**config.mk**
```make
export PLATFORM = sky130hd
export DESIGN_NAME = eeprom_ctrl_flat
export DESIGN_NICKNAME = d
export VERILOG_FILES = /design/src/rtl/eeprom_ctrl_if.sv /design/src/rtl/eeprom_ctrl.sv /design/src/flat_wrapper.sv
export SDC_FILE = /design/constraint.sdc
export NUM_CORES = 1
export LEC_CHECK = 0
export BUFFER_PORTS_ARGS = -buffer_cell sky130_fd_sc_hd__buf_2
export CAP_MARGIN = 40
export CORE_MARGIN = 2
export CORE_UTILIZATION = 56
export CTS_CLUSTER_DIAMETER = 200
export DETAILED_ROUTE_END_ITERATION = 6
export PLACE_DENSITY = 0.85
export SLEW_MARGIN = 20
export SYNTH_ARGS = -nofsm -noshare
export SYNTH_HDL_FRONTEND = slang
export SYNTH_SLANG_ARGS = --single-unit
```
**constraint.sdc**
```tcl
create_clock -name i_clk -period 6.9 [get_ports i_clk]
set_input_delay 0.345 -clock i_clk [delete_from_list [all_inputs] [get_ports i_clk]]
set_output_delay 0.345 -clock i_clk [all_outputs]
set_load 0.1 [all_outputs]
```
**src/rtl/eeprom_ctrl_if.sv**
```systemverilog
// Host-side request/response bus of the parallel EEPROM controller.
// The host drives the request fields; the controller returns status and read data.
interface eeprom_ctrl_if;
    localparam int unsigned AW = 13;
    localparam int unsigned DW = 8;

    logic          req;
    logic          wr;
    logic [AW-1:0] addr;
    logic [DW-1:0] wdata;
    logic          busy;
    logic          done;
    logic [DW-1:0] rdata;

    modport master (output req, wr, addr, wdata, input busy, done, rdata);
    modport slave  (input req, wr, addr, wdata, output busy, done, rdata);
endinterface

```
**src/rtl/eeprom_ctrl.sv**
```systemverilog
// Parallel EEPROM byte read/write sequencer with programmable strobe timing.
// All host and memory outputs are registered from the next-state decode.
module eeprom_ctrl #(
    parameter int unsigned RD_WAIT  = 3,
    parameter int unsigned WE_SETUP = 1,
    parameter int unsigned WE_PULSE = 4,
    parameter int unsigned WR_CYCLE = 20
) (
    input  logic               i_clk,
    input  logic               i_rst,
    eeprom_ctrl_if.slave       host,
    output logic [12:0]        o_mem_a,
    output logic               o_mem_ce_n,
    output logic               o_mem_oe_n,
    output logic               o_mem_we_n,
    output logic [7:0]         o_mem_dout,
    output logic               o_mem_doe,
    input  logic [7:0]         i_mem_din
);
    localparam int unsigned AW = 13;
    localparam int unsigned DW = 8;
    localparam int unsigned CW = 16;

    typedef enum logic [2:0] {
        ST_IDLE      = 3'd0,
        ST_RD_ACCESS = 3'd1,
        ST_WR_SETUP  = 3'd2,
        ST_WR_PULSE  = 3'd3,
        ST_WR_HOLD   = 3'd4,
        ST_WR_BUSY   = 3'd5
    } state_t;

    state_t         r_state;
    state_t         w_state_nxt;
    logic [CW-1:0]  r_cnt;
    logic [CW-1:0]  w_cnt_nxt;
    logic           w_done_nxt;
    logic           w_capture;
    logic           w_accept;
    logic           w_ce_n_nxt;
    logic           w_oe_n_nxt;
    logic           w_we_n_nxt;
    logic           w_doe_nxt;

    logic           r_busy;
    logic           r_done;
    logic [DW-1:0]  r_rdata;
    logic [AW-1:0]  r_mem_a;
    logic [DW-1:0]  r_mem_dout;
    logic           r_mem_doe;
    logic           r_mem_ce_n;
    logic           r_mem_oe_n;
    logic           r_mem_we_n;

    // Counter holds remaining cycles minus one; each phase ends when it reads zero.
    always_comb begin
        w_state_nxt = r_state;
        w_cnt_nxt   = r_cnt;
        w_done_nxt  = 1'b0;
        w_capture   = 1'b0;
        w_accept    = 1'b0;
        w_ce_n_nxt  = 1'b1;
        w_oe_n_nxt  = 1'b1;
        w_we_n_nxt  = 1'b1;
        w_doe_nxt   = 1'b0;

        case (r_state)
            ST_IDLE: begin
                if (host.req) begin
                    w_accept = 1'b1;
                    if (host.wr) begin
                        w_state_nxt = ST_WR_SETUP;
                        w_cnt_nxt   = CW'(WE_SETUP - 1);
                    end else begin
                        w_state_nxt = ST_RD_ACCESS;
                        w_cnt_nxt   = CW'(RD_WAIT - 1);
                    end
                end
            end
            ST_RD_ACCESS: begin
                if (r_cnt == '0) begin
                    w_state_nxt = ST_IDLE;
                    w_done_nxt  = 1'b1;
                    w_capture   = 1'b1;
                end else begin
                    w_cnt_nxt = r_cnt - CW'(1);
                end
            end
            ST_WR_SETUP: begin
                if (r_cnt == '0) begin
                    w_state_nxt = ST_WR_PULSE;
                    w_cnt_nxt   = CW'(WE_PULSE - 1);
                end else begin
                    w_cnt_nxt = r_cnt - CW'(1);
                end
            end
            ST_WR_PULSE: begin
                if (r_cnt == '0) begin
                    w_state_nxt = ST_WR_HOLD;
                    w_cnt_nxt   = '0;
                end else begin
                    w_cnt_nxt = r_cnt - CW'(1);
                end
            end
            ST_WR_HOLD: begin
                w_state_nxt = ST_WR_BUSY;
                w_cnt_nxt   = CW'(WR_CYCLE - 1);
            end
            ST_WR_BUSY: begin
                if (r_cnt == '0) begin
                    w_state_nxt = ST_IDLE;
                    w_done_nxt  = 1'b1;
                end else begin
                    w_cnt_nxt = r_cnt - CW'(1);
                end
            end
            default: begin
                w_state_nxt = ST_IDLE;
                w_cnt_nxt   = '0;
            end
        endcase

        // Strobes are decoded from the state being entered so they register in step with it.
        case (w_state_nxt)
            ST_RD_ACCESS: begin
                w_ce_n_nxt = 1'b0;
                w_oe_n_nxt = 1'b0;
            end
            ST_WR_SETUP, ST_WR_HOLD: begin
                w_ce_n_nxt = 1'b0;
                w_doe_nxt  = 1'b1;
            end
            ST_WR_PULSE: begin
                w_ce_n_nxt = 1'b0;
                w_we_n_nxt = 1'b0;
                w_doe_nxt  = 1'b1;
            end
            default: begin
                w_ce_n_nxt = 1'b1;
            end
        endcase
    end

    always_ff @(posedge i_clk) begin
        if (i_rst) begin
            r_state    <= ST_IDLE;
            r_cnt      <= '0;
            r_busy     <= 1'b0;
            r_done     <= 1'b0;
            r_rdata    <= '0;
            r_mem_a    <= '0;
            r_mem_dout <= '0;
            r_mem_doe  <= 1'b0;
            r_mem_ce_n <= 1'b1;
            r_mem_oe_n <= 1'b1;
            r_mem_we_n <= 1'b1;
        end else begin
            r_state    <= w_state_nxt;
            r_cnt      <= w_cnt_nxt;
            r_busy     <= (w_state_nxt != ST_IDLE);
            r_done     <= w_done_nxt;
            r_mem_doe  <= w_doe_nxt;
            r_mem_ce_n <= w_ce_n_nxt;
            r_mem_oe_n <= w_oe_n_nxt;
            r_mem_we_n <= w_we_n_nxt;
            if (w_capture) begin
                r_rdata <= i_mem_din;
            end
            if (w_accept) begin
                r_mem_a <= host.addr;
                if (host.wr) begin
                    r_mem_dout <= host.wdata;
                end
            end
        end
    end

    assign host.busy  = r_busy;
    assign host.done  = r_done;
    assign host.rdata = r_rdata;
    assign o_mem_a    = r_mem_a;
    assign o_mem_dout = r_mem_dout;
    assign o_mem_doe  = r_mem_doe;
    assign o_mem_ce_n = r_mem_ce_n;
    assign o_mem_oe_n = r_mem_oe_n;
    assign o_mem_we_n = r_mem_we_n;
endmodule
```
**src/flat_wrapper.sv**
```systemverilog
// flat-port wrapper written by rule: the top's interface ports become plain ports
module eeprom_ctrl_flat 
#(
    parameter int unsigned RD_WAIT  = 3,
    parameter int unsigned WE_SETUP = 1,
    parameter int unsigned WE_PULSE = 4,
    parameter int unsigned WR_CYCLE = 20
)
  (i_clk, i_rst, o_mem_a, o_mem_ce_n, o_mem_oe_n, o_mem_we_n, o_mem_dout, o_mem_doe, i_mem_din, host_req, host_wr, host_addr, host_wdata, host_busy, host_done, host_rdata);
  eeprom_ctrl_if host_i ();
  input  logic i_clk;
  input  logic i_rst;
  output logic [12:0] o_mem_a;
  output logic o_mem_ce_n;
  output logic o_mem_oe_n;
  output logic o_mem_we_n;
  output logic [7:0] o_mem_dout;
  output logic o_mem_doe;
  input  logic [7:0] i_mem_din;
  input wire logic [$bits(host_i.req)-1:0] host_req;
  input wire logic [$bits(host_i.wr)-1:0] host_wr;
  input wire logic [$bits(host_i.addr)-1:0] host_addr;
  input wire logic [$bits(host_i.wdata)-1:0] host_wdata;
  output wire logic [$bits(host_i.busy)-1:0] host_busy;
  output wire logic [$bits(host_i.done)-1:0] host_done;
  output wire logic [$bits(host_i.rdata)-1:0] host_rdata;
  assign host_i.req = host_req;
  assign host_i.wr = host_wr;
  assign host_i.addr = host_addr;
  assign host_i.wdata = host_wdata;
  assign host_busy = host_i.busy;
  assign host_done = host_i.done;
  assign host_rdata = host_i.rdata;
  eeprom_ctrl #(.RD_WAIT(RD_WAIT), .WE_SETUP(WE_SETUP), .WE_PULSE(WE_PULSE), .WR_CYCLE(WR_CYCLE)) u_core (.i_clk(i_clk), .i_rst(i_rst), .host(host_i), .o_mem_a(o_mem_a), .o_mem_ce_n(o_mem_ce_n), .o_mem_oe_n(o_mem_oe_n), .o_mem_we_n(o_mem_we_n), .o_mem_dout(o_mem_dout), .o_mem_doe(o_mem_doe), .i_mem_din(i_mem_din));
endmodule
```
==> results of run 1 <==
==> sequential cells by signal (all words and copies together), names as in the netlist <==
register,count
u_core.o_mem_dout,8
u_core.o_mem_we_n,1
u_core.host.rdata,8
u_core.o_mem_doe,1
u_core.o_mem_ce_n,1
u_core.o_mem_oe_n,1
u_core.host.busy,1
u_core.o_mem_a,13
u_core.r_cnt,16
u_core.host.done,1
u_core.r_state,3
==> area by class of cell <==
type,instances,area [sq um],share of cell area
multi-input cells,224,1260,0.439
flip-flops and latches,54,1080,0.377
repair buffers,71,367,0.128
clock buffers,5,68.8,0.0240
well taps,50,62.6,0.0218
inverters,5,18.8,0.00654
clock inverters,2,13.8,0.00480
==> through the flow <==
step / setup slack, ns / total power (W)
floorplan: 4.67 / 0.00114
global placement: 4.50 / 0.00129
detailed placement: 4.45 / 0.00131
CTS: 4.42 / 0.00148
global route: 4.14 / 0.00159
finish: 4.36 / 0.00149
==> power by group through the flow <==
stage / sequential [W] / combinational, W / clock [W]
4_1_cts: 0.000479 / 0.000829 / 0.000177
6_report: 0.000482 / 0.000838 / 0.000173
3_3_place_gp: 0.000483 / 0.000804 / 0
3_5_place_dp: 0.000486 / 0.000823 / 0
2_1_floorplan: 0.000664 / 0.000475 / 0
5_1_grt: 0.000496 / 0.000911 / 0.000185
==> tightest hold or removal path: cells and delay by family <==
kind                   cells  cell delay (ns)
buffers and inverters      1             0.09
AOI/OAI and AO/OA          1             0.05
and+or+nand+nor            1             0.04
==> logic make-up after synthesis <==
group           Yosys count  share of synthesized area
buf+inv                  26                     0.0431
xor+xnor                  1                    0.00359
flops                    54                      0.443
compound gates           83                      0.201
mux                       1                    0.00410
simple gates            137                      0.296
fa+ha+maj                 2                    0.00923
==> worst max path at each step <==
stage,from,endpoint,slack (ns)
floorplan,u_core.r_cnt[0],u_core.r_cnt[14],4.67
global placement,u_core.r_cnt[8],u_core.r_cnt[6],4.50
detailed placement,u_core.r_cnt[8],u_core.r_cnt[6],4.45
CTS,u_core.r_cnt[8],u_core.r_cnt[6],4.42
global route,u_core.r_cnt[8],u_core.r_cnt[1],4.14
finish,u_core.r_cnt[8],u_core.r_cnt[6],4.36
==> layer usage <==
metal | wire length [um] | global-route usage
met5 | 0 | 0
met4 | 111 | 0.103
met3 | 441 | 0.0577
met2 | 2600 | 0.356
met1 | 2580 | 0.321
==> synthesized netlist by cell type, types with 2 or more instances <==
| cell | instances | area share |
|---|---|---|
| or4b_2 | 2 | 0.0082 |
| nor4b_1 | 3 | 0.011 |
| a21oi_1 | 46 | 0.094 |
| nand3_1 | 15 | 0.031 |
| or4_4 | 2 | 0.0092 |
| o21ai_0 | 13 | 0.027 |
| dfxtp_1 | 54 | 0.44 |
| nand2_1 | 54 | 0.083 |
| a31oi_1 | 2 | 0.0051 |
| nand2b_1 | 5 | 0.013 |
| and3_1 | 2 | 0.0051 |
| o41ai_1 | 3 | 0.011 |
| nor4_1 | 7 | 0.018 |
| clkbuf_1 | 18 | 0.028 |
| nand4_1 | 3 | 0.0077 |
| nand3b_1 | 2 | 0.0062 |
| a211oi_1 | 3 | 0.0092 |
| or2_2 | 2 | 0.0051 |
| nor3b_1 | 2 | 0.0062 |
| o31ai_1 | 5 | 0.015 |
| inv_1 | 5 | 0.0077 |
| nor3_1 | 6 | 0.012 |
| buf_1 | 2 | 0.0031 |
| a221oi_1 | 2 | 0.0072 |
| or4_1 | 8 | 0.025 |
| nor2_1 | 13 | 0.020 |
| or3_1 | 4 | 0.010 |
==> impl_summary.txt, run 1 <==
----------------------------------------------------
[Layout]
  Final core utilization ... 0.702
  Layout Nets ... 395
  Post-Layout Cell Count ... 411
  Filler cells ... 323
  Area added between synthesis and finish ... 17.7%
  Top library cells by usage in the layout, fill and taps aside ... buf_2, nand2_1, dfxtp_1
  Finished layout cell area ... 2870 sq um
  Proportion of layout cells with a drive suffix above 1 ... 0.241
  Most common library cell in the layout ignoring fill and taps ... buf_2
  Total inserted antenna cells ... 0

[Worst hold path]
  Type of the tightest min-delay check ... input port to register
  Worst Hold End ... u_core.o_mem_a[9]
  Worst Min Path Start ... host_addr[9]
  Hold Path Stages ... 3

[STA]
  Ratio of final minimum period to clock period ... 0.368
  Tightest slew margin relative to the limit ... 0.486
  Final setup skew ... 0.0117 ns
  Highest Clock Rate ... 0.394 GHz
  Minimum period implied by the final worst setup slack ... 2.54 ns
  Number of setup violations in the final report ... 0
  Setup repair after global routing missed its margin ... no
  Worst Hold Slack ... 0.263 ns
  Final Hold Viols ... 0
  Slew @ Worst Pin ... 0.768 ns
  Pins Over Slew Limit ... 0
  Sum of negative setup slack ... 0 ns

[Critical path]
  Depth of the critical timing path with buffers and inverters included ... 4
  Maximum fanout encountered on the critical timing path ... 18
  Buf/Inv on CP ... 0
  Chain of cells forming the critical path ... nor4_1 -> nand4_1 -> a221oi_1 -> a21oi_1
  Worst Setup End Kind ... register
  Required time of the critical path ... 7.08 ns
  Largest stage delay on the critical path ... 0.78 ns
  Top cell family by delay on the critical path ... simple AND/OR/NAND/NOR gates
  Worst path slowest cell ... nand4_1
  Data arrival, critical path ... 2.71 ns
  Type of origin of the critical path ... register
  Crit path kind ... register to register
  Startpoint of the lowest-slack register-to-register path ... u_core.r_cnt[8]
  Worst reg2reg path depth ... 4
  Endpoint of the worst-slack reg-to-reg timing path ... u_core.r_cnt[6]
  Worst reg-to-reg setup slack ... 4.36 ns

[Place]
  Inst Count DP ... 403
  Buffers on Ports ... 67
  Final weighted congestion of routability-driven global placement ... 0.867
  HPWL reported at the end of detailed placement ... 3980 um
  Placed inst area ... 2780 sq um

[Route]
  Wire length reported by the detailed router ... 5730 um
  Vias ... 2413
  Number of detailed-routing iterations run before antenna repair ... 4
  Vias per std cell ... 5.87
  Drt initial violations ... 219
  DRC violation count after routing ... 0
  Average routed wire per standard cell ... 13.9 um
  ANT nets after route ... 0

[CTS]
  Root Driver ... clkbuf_8
  Maximum root-to-sink buffer count ... 2
  H-tree levels ... 2
  Buffers inserted by post-CTS timing repair ... 0
  Post-CTS resize count ... 0
  CTS hold repair buffers ... 0
  Clock tree from TritonCTS ... yes
  CTS clock-pin slew for the worst setup and hold paths ... 0.10 ns
  Number of sinks on the clock net ... 54
  Number of buffers added by the clock tree synthesis step ... 5
  Clock insertion delay at the later pin of the skew report ... 0.31 ns

[Pwr]
  Share of power burned in the clock network ... 0.116
  Total power density per cell area ... 520 nW/um^2
  Switch share ... 0.513
  Combinational share of power ... 0.561
  Internal Power ... 0.000727 W
  Static power due to leakage ... 1.20 nW
  Switching power ... 0.000766 W
  Worst IR Drop VDD ... 0.000304 V
  Portion of total power attributed to sequential cells ... 0.323

[Die]
  Die width ... 70.0 um
  Die area ... 4900 sq um
  IO Count ... 68
  Core outline area ... 4090 sq um
  Die Span Y ... 70.0 um
  Initial standard-cell utilization of the core ... 0.597
  Core Rows ... 23

[Global route]
  Combined global-route utilization of all metal layers ... 0.236
  Total congestion overflow after global routing ... 0
  Via count of the first global-routing pass ... 2191
  Maximum number of pins on one net before global-route repair ... 38
  First-pass GRT wire length ... 9750 um
  Antenna violations before repair ... 0

[Yosys]
  Yosys synthesis warning count ... 0
  Cell area after synthesis ... 2440 sq um
  Fraction of registers with async set or reset after synthesis ... 0
  Number of standard cells after synthesis ... 304
  Per-instance average area after synthesis ... 8.02 sq um
  EDFF count, synth ... 0
  Share of synthesized area occupied by flip-flops and latches ... 0.443
  Most used DFF post-synth ... dfxtp_1
  Flop and latch count out of synthesis ... 54
  Unique masters post-synth ... 48
  Net count after synthesis ... 338

[Flow run]
  Max-cap violations ... 0

[Status]
  Outcome ... completed

----------------------------------------------------
Note: power is estimated with default switching activity, not from simulation.
==> inputs of run 2 (changes only) <==
--- a/config.mk
+++ b/config.mk
@@ -5,13 +5,14 @@
 export SDC_FILE = /design/constraint.sdc
 export NUM_CORES = 1
 export LEC_CHECK = 0
+export ABC_AREA = 1
 export BUFFER_PORTS_ARGS = -buffer_cell sky130_fd_sc_hd__buf_2
 export CAP_MARGIN = 40
 export CORE_MARGIN = 2
-export CORE_UTILIZATION = 56
+export CORE_UTILIZATION = 46
 export CTS_CLUSTER_DIAMETER = 200
 export DETAILED_ROUTE_END_ITERATION = 6
-export PLACE_DENSITY = 0.85
+export PLACE_DENSITY = 0.75
 export SLEW_MARGIN = 20
 export SYNTH_ARGS = -nofsm -noshare
 export SYNTH_HDL_FRONTEND = slang
==> constraint.sdc (replaced) <==
create_clock -name i_clk -period 2.15 [get_ports i_clk]
set_input_delay 0.1075 -clock i_clk [delete_from_list [all_inputs] [get_ports i_clk]]
set_output_delay 0.1075 -clock i_clk [all_outputs]
set_load 0.1 [all_outputs]
==> run 2 against run 1 <==
Utilization is 13 points lower. Worst setup slack got worse by 4.1 ns. Critical path type unchanged. Cell area is 0.96% lower. Non-clock buffer count down 2. First-iteration DRC count is 39% lower. Count of clock-buffer cells in the layout is 2 higher. Wire length is 9.4% lower. Largest cell class unchanged. Sequential share of layout area increased by 0.36 points. Critical path depth grew 6. Via count shrank 7.3%. Synthesized area is 3.4% lower. Highest routed layer unchanged. Worst hold slack got worse by 0.23 ns.
==> impl_summary.txt, run 2 <==
----------------------------------------------------
[STA]
  Worst Hold Slack ... 0.0292 ns
  Setup repair after global routing missed its margin ... no
  Sum of negative setup slack ... 0 ns
  Number of setup violations in the final report ... 0
  Tightest slew margin relative to the limit ... 0.635
  Pins Over Slew Limit ... 0
  Highest Clock Rate ... 0.523 GHz
  Ratio of final minimum period to clock period ... 0.889
  Minimum period implied by the final worst setup slack ... 1.91 ns
  Least setup slack across all paths after layout ... 0.238 ns
  Slew @ Worst Pin ... 0.547 ns
  Final Hold Viols ... 0
  Final setup skew ... 0.00669 ns

[Route]
  ANT nets after route ... 0
  Average routed wire per standard cell ... 11.3 um
  DRC violation count after routing ... 0
  Wire length reported by the detailed router ... 5190 um
  Number of detailed-routing iterations run before antenna repair ... 4
  Drt initial violations ... 134
  Vias per std cell ... 4.88
  Vias ... 2238

[Die]
  Core Rows ... 26
  Die Span Y ... 75.6 um
  Die area ... 5710 sq um
  IO Count ... 68
  Core outline area ... 5010 sq um
  Initial standard-cell utilization of the core ... 0.470
  Die width ... 75.6 um

[Yosys]
  Top cells by area in the synthesized netlist ... dfxtp_1, nand2_1, nor2_1
  Number of standard cells after synthesis ... 323
  Area share of the largest cell type after synthesis ... 0.459
  Flop and latch count out of synthesis ... 54
  Yosys top cell by area ... dfxtp_1
  Unique masters post-synth ... 30
  Per-instance average area after synthesis ... 7.29 sq um
  Net count after synthesis ... 357
  Yosys synthesis warning count ... 0
  Most frequent cells after synthesis ... nand2_1, dfxtp_1, nor2_1
  Share of synthesized area occupied by flip-flops and latches ... 0.459
  Most used DFF post-synth ... dfxtp_1
  EDFF count, synth ... 0
  Most frequent cell after synthesis ... nand2_1
  Cell area after synthesis ... 2360 sq um
  Fraction of registers with async set or reset after synthesis ... 0

[CTS]
  H-tree levels ... 2
  CTS clock-pin slew for the worst setup and hold paths ... 0.09 ns
  CTS hold repair buffers ... 0
  Number of buffers added by the clock tree synthesis step ... 5
  Post-CTS resize count ... 0
  Maximum root-to-sink buffer count ... 2
  Root Driver ... clkbuf_8
  Number of sinks on the clock net ... 54
  Clock tree from TritonCTS ... yes
  Buffers inserted by post-CTS timing repair ... 0
  Clock insertion delay at the later pin of the skew report ... 0.30 ns

[Place]
  Final weighted congestion of routability-driven global placement ... 0.860
  HPWL reported at the end of detailed placement ... 3890 um
  Buffers on Ports ... 67
  Worst Setup Slack post-DPL ... 0.261 ns

[Global route]
  First-pass GRT wire length ... 8730 um
  Maximum number of pins on one net before global-route repair ... 22
  Antenna violations before repair ... 0
  Total congestion overflow after global routing ... 0
  Combined global-route utilization of all metal layers ... 0.195
  Via count of the first global-routing pass ... 2040

[Critical path]
  Worst path slowest cell ... dfxtp_1
  Required time of the critical path ... 2.34 ns
  Depth of the critical timing path with buffers and inverters included ... 10
  Data arrival, critical path ... 2.10 ns
  Buf/Inv on CP ... 2
  Crit path kind ... register to register
  Maximum fanout encountered on the critical timing path ... 13
  Chain of cells forming the critical path ... inv_1 -> ha_1 -> nand2_1 -> nor2_4 -> nand3_4 -> nand2_2 -> inv_2 -> nand2_1 -> xor2_1 -> nor2_1
  Largest stage delay on the critical path ... 0.33 ns
  Top cell family by delay on the critical path ... simple AND/OR/NAND/NOR gates
  Worst Setup End Kind ... register
  Worst reg2reg path depth ... 10
  Most frequent cell on the critical path ... nand2_1
  Type of origin of the critical path ... register

[Layout]
  Register ranked first by flip-flop count ... u_core.r_cnt
  Proportion of layout cells with a drive suffix above 1 ... 0.244
  Area added between synthesis and finish ... 20.7%
  Layout Nets ... 422
  Top library cells by usage in the layout, fill and taps aside ... buf_2, nand2_1, dfxtp_1
  Most common library cell in the layout ignoring fill and taps ... buf_2
  Total inserted antenna cells ... 0
  Flip-flop count of the largest register after layout ... 16

[Worst hold path]
  Type of the tightest min-delay check ... input port to register
  Hold Path Stages ... 3

[Status]
  Outcome ... completed

[Flow run]
  Max-cap violations ... 0

----------------------------------------------------
## run 2: cell count changes in the layout (fill, tap and decap cells not counted), moves of 6 or more
cell,delta
o21ai_0,+10
inv_1,+21
a21oi_1,-20
nand2_1,+12
nand3_1,+12
nor4_1,-6
or4_1,-8
nor2_1,+35
## run 2: kinds of logic (layout without fill, tap and decap cells)
logic type,Yosys count,in the layout,synth area share
simple gates,168,168,0.329
compound gates,58,58,0.129
buf+inv,40,106,0.0706
fa+ha+maj,1,1,0.00531
xor+xnor,2,2,0.00744
flops,54,54,0.459
## run 2: final cells by class
class	count	area, sq um
well taps	70	87.6
clock inverters	1	30.0
clock buffers	7	76.3
inverters	29	109
multi-input cells	229	1110
flip-flops and latches	54	1080
repair buffers	69	350
fillers	491	2170
## run 2: path summary, 6_finish.rpt
| kind | from | to | slack [ns] |
|---|---|---|---|
| worst max-delay path | u_core.r_cnt[0] | u_core.r_cnt[14] | 0.24 |
| worst min-delay path | i_mem_din[6] | u_core.host.rdata[6] | 0.03 |
| worst max register to register | u_core.r_cnt[0] | u_core.r_cnt[14] | 0.24 |
| worst min register to register | u_core.o_mem_a[0] | u_core.o_mem_a[0] | 0.46 |
## run 2: per-layer routing
metal | global-route usage | vias up | wire (um)
met5 | 0 | - | 0
met4 | 0.0643 | 0 | 60
met3 | 0.0397 | 8 | 272
met2 | 0.336 | 58 | 2430
met1 | 0.244 | 993 | 2430
li1 | - | 1179 | -
## run 2: through the flow
step,instance area (sq um),utilization,instances
after detailed placement,2740,0.546,451
after CTS,2840,0.567,459
after global routing,2840,0.567,459
after floorplan,2360,-,323
final,2840,0.567,459
after global placement,2740,0.546,451
## run 2: worst register-to-register path, stage by stage (launching register included)
cell	delay, ns
dfxtp_1	0.33
inv_1	0.11
ha_1	0.23
nand2_1	0.13
nor2_4	0.21
nand3_4	0.12
nand2_2	0.21
inv_2	0.17
nand2_1	0.11
xor2_1	0.14
nor2_1	0.05
Power of run 2 is not shown: default switching activity piles up to over one toggle a cycle in this logic, so the estimate is an artifact.
==> inputs of run 3 (changes only) <==
--- a/config.mk
+++ b/config.mk
@@ -9,10 +9,10 @@
 export BUFFER_PORTS_ARGS = -buffer_cell sky130_fd_sc_hd__buf_2
 export CAP_MARGIN = 40
 export CORE_MARGIN = 2
-export CORE_UTILIZATION = 46
+export CORE_UTILIZATION = 51
 export CTS_CLUSTER_DIAMETER = 200
 export DETAILED_ROUTE_END_ITERATION = 6
-export PLACE_DENSITY = 0.75
+export PLACE_DENSITY = 0.88
 export SLEW_MARGIN = 20
 export SYNTH_ARGS = -nofsm -noshare
 export SYNTH_HDL_FRONTEND = slang
==> constraint.sdc (replaced) <==
create_clock -name i_clk -period 1.8 [get_ports i_clk]
set_input_delay 0.09 -clock i_clk [delete_from_list [all_inputs] [get_ports i_clk]]
set_output_delay 0.09 -clock i_clk [all_outputs]
set_load 0.1 [all_outputs]
==> run 3 against run 2 <==
Flip-flop and latch count did not move. Critical path depth grew 1. Utilization grew 9.7 points. Register-to-register slack worse by 0.11 ns. Die area fell by 9.3%. Worst hold slack worse by 0.020 ns.
==> impl_summary.txt, run 3 (synthesis gave the netlist of run 2 again) <==
----------------------------------------------------
[Global route]
  Maximum number of pins on one net before global-route repair ... 21
  First-pass GRT wire length ... 9410 um
  Total congestion overflow after global routing ... 0
  Combined global-route utilization of all metal layers ... 0.225
  Antenna violations before repair ... 0
  Via count of the first global-routing pass ... 2307

[Layout]
  Post-Layout Cell Count ... 450
  Area added between synthesis and finish ... 24.5%
  Final core utilization ... 0.664
  Flip-flop count of the largest register after layout ... 16
  Proportion of layout cells with a drive suffix above 1 ... 0.276
  Layout Nets ... 431
  Register ranked first by flip-flop count ... u_core.r_cnt
  Most common library cell in the layout ignoring fill and taps ... buf_2
  Top library cells by usage in the layout, fill and taps aside ... buf_2, nand2_1, dfxtp_1
  Total inserted antenna cells ... 0

[Critical path]
  Type of origin of the critical path ... register
  Required time of the critical path ... 1.99 ns
  Data arrival, critical path ... 1.87 ns
  Worst reg2reg path depth ... 11
  Worst reg-to-reg setup slack ... 0.12 ns
  Endpoint of the worst-slack reg-to-reg timing path ... u_core.r_cnt[3]
  Worst Setup End Kind ... register
  Crit path kind ... register to register
  Maximum fanout encountered on the critical timing path ... 9
  Startpoint of the lowest-slack register-to-register path ... u_core.r_cnt[0]

[Route]
  Number of detailed-routing iterations run before antenna repair ... 5
  ANT nets after route ... 0
  Vias per std cell ... 5.16
  DRC violation count after routing ... 0
  Average routed wire per standard cell ... 12.7 um
  Wire length reported by the detailed router ... 5730 um
  Drt initial violations ... 184
  Vias ... 2323

[STA]
  Final setup skew ... 0.00920 ns
  Ratio of final minimum period to clock period ... 0.931
  Final Hold Viols ... 0
  Number of setup violations in the final report ... 0
  Pins Over Slew Limit ... 0
  Setup repair after global routing missed its margin ... no
  Highest Clock Rate ... 0.596 GHz
  Sum of negative setup slack ... 0 ns
  Slew @ Worst Pin ... 0.499 ns
  Tightest slew margin relative to the limit ... 0.669
  Minimum period implied by the final worst setup slack ... 1.68 ns

[Status]
  Outcome ... completed

[Die]
  Die width ... 72.0 um
  IO Count ... 68
  Die Span Y ... 72.0 um
  Die area ... 5180 sq um
  Core Rows ... 24
  Initial standard-cell utilization of the core ... 0.534
  Core outline area ... 4410 sq um

[CTS]
  H-tree levels ... 2
  Maximum root-to-sink buffer count ... 2
  Number of buffers added by the clock tree synthesis step ... 5
  Root Driver ... clkbuf_8
  Number of sinks on the clock net ... 54
  CTS clock-pin slew for the worst setup and hold paths ... 0.10 ns
  Clock insertion delay at the later pin of the skew report ... 0.31 ns
  Clock tree from TritonCTS ... yes

[Flow run]
  Max-cap violations ... 0

[Worst hold path]
  Type of the tightest min-delay check ... input port to register
  Worst Min Path Start ... i_mem_din[5]
  Hold Path Stages ... 3
  Worst Hold End ... u_core.host.rdata[5]

[Place]
  Buffers on Ports ... 67
  HPWL reported at the end of detailed placement ... 4150 um
  Final weighted congestion of routability-driven global placement ... 0.917
  Inst Count DP ... 438

----------------------------------------------------
## run 3: cell types whose count changed in the layout (fill, tap and decap cells not counted), moves of 2 or more
cell	previous run	this run
buf_4	2	10
clkbuf_1	2	0
inv_1	26	24
inv_2	3	5
nand2_4	0	2
## run 3: stage by stage
| stage | worst slack [ns] | instance area, sq um | hold WS (ns) |
|---|---|---|---|
| after floorplan | 0.229 | 2360 | 0.225 |
| after global placement | 0.0814 | 2750 | 0.315 |
| after detailed placement | 0.0278 | 2750 | 0.323 |
| after CTS | 0.0231 | 2890 | 0.00815 |
| after global routing | 0.00741 | 2930 | 0.0260 |
| final | 0.123 | 2930 | 0.00918 |
## run 3: critical path, cell delays in order, from the launching register on
cell and delay [ns]:
dfxtp_1 0.34, inv_2 0.10, ha_4 0.16, nand2_2 0.08, nor2_4 0.19, nand2_4 0.11
nand2_1 0.10, nand3_1 0.10, nand2_2 0.17, inv_2 0.08, o21ai_1 0.08, a21oi_1 0.05
## run 3: cell type report
cell class	count	area, sq um
multi-input cells	229	1140
clock buffers	6	82.6
inverters	29	109
flip-flops and latches	54	1080
well taps	52	65.1
clock inverters	2	38.8
repair buffers	78	420
fillers	379	1480
## run 3: what timing repair did
action | CTS | global route
hold buffers | 1 | 0
endpoints found under the hold margin | 1 | 0
pin swaps | 1 | 2
resized for setup | 0 | 8
setup endpoints to repair | 3 | 19
buffers inserted | 1 | 2
## run 3: worst max path at each step
stage | start | to | slack (ns)
2_1_floorplan | u_core.r_cnt[0] | u_core.r_cnt[3] | 0.23
3_3_place_gp | u_core.r_cnt[0] | u_core.r_cnt[3] | 0.08
3_5_place_dp | u_core.r_cnt[0] | u_core.r_cnt[12] | 0.03
4_1_cts | u_core.r_cnt[0] | u_core.r_cnt[13] | 0.02
5_1_grt | u_core.r_cnt[0] | u_core.r_cnt[3] | 0.007
6_report | u_core.r_cnt[0] | u_core.r_cnt[3] | 0.12
## run 3: metal layers
metal | share of wire | global-route usage
met1 | 0.43 | 0.256
met4 | 0.013 | 0.0755
met3 | 0.039 | 0.0486
met5 | 0 | 0
met2 | 0.52 | 0.416
Power of run 3 is left out for the same reason.
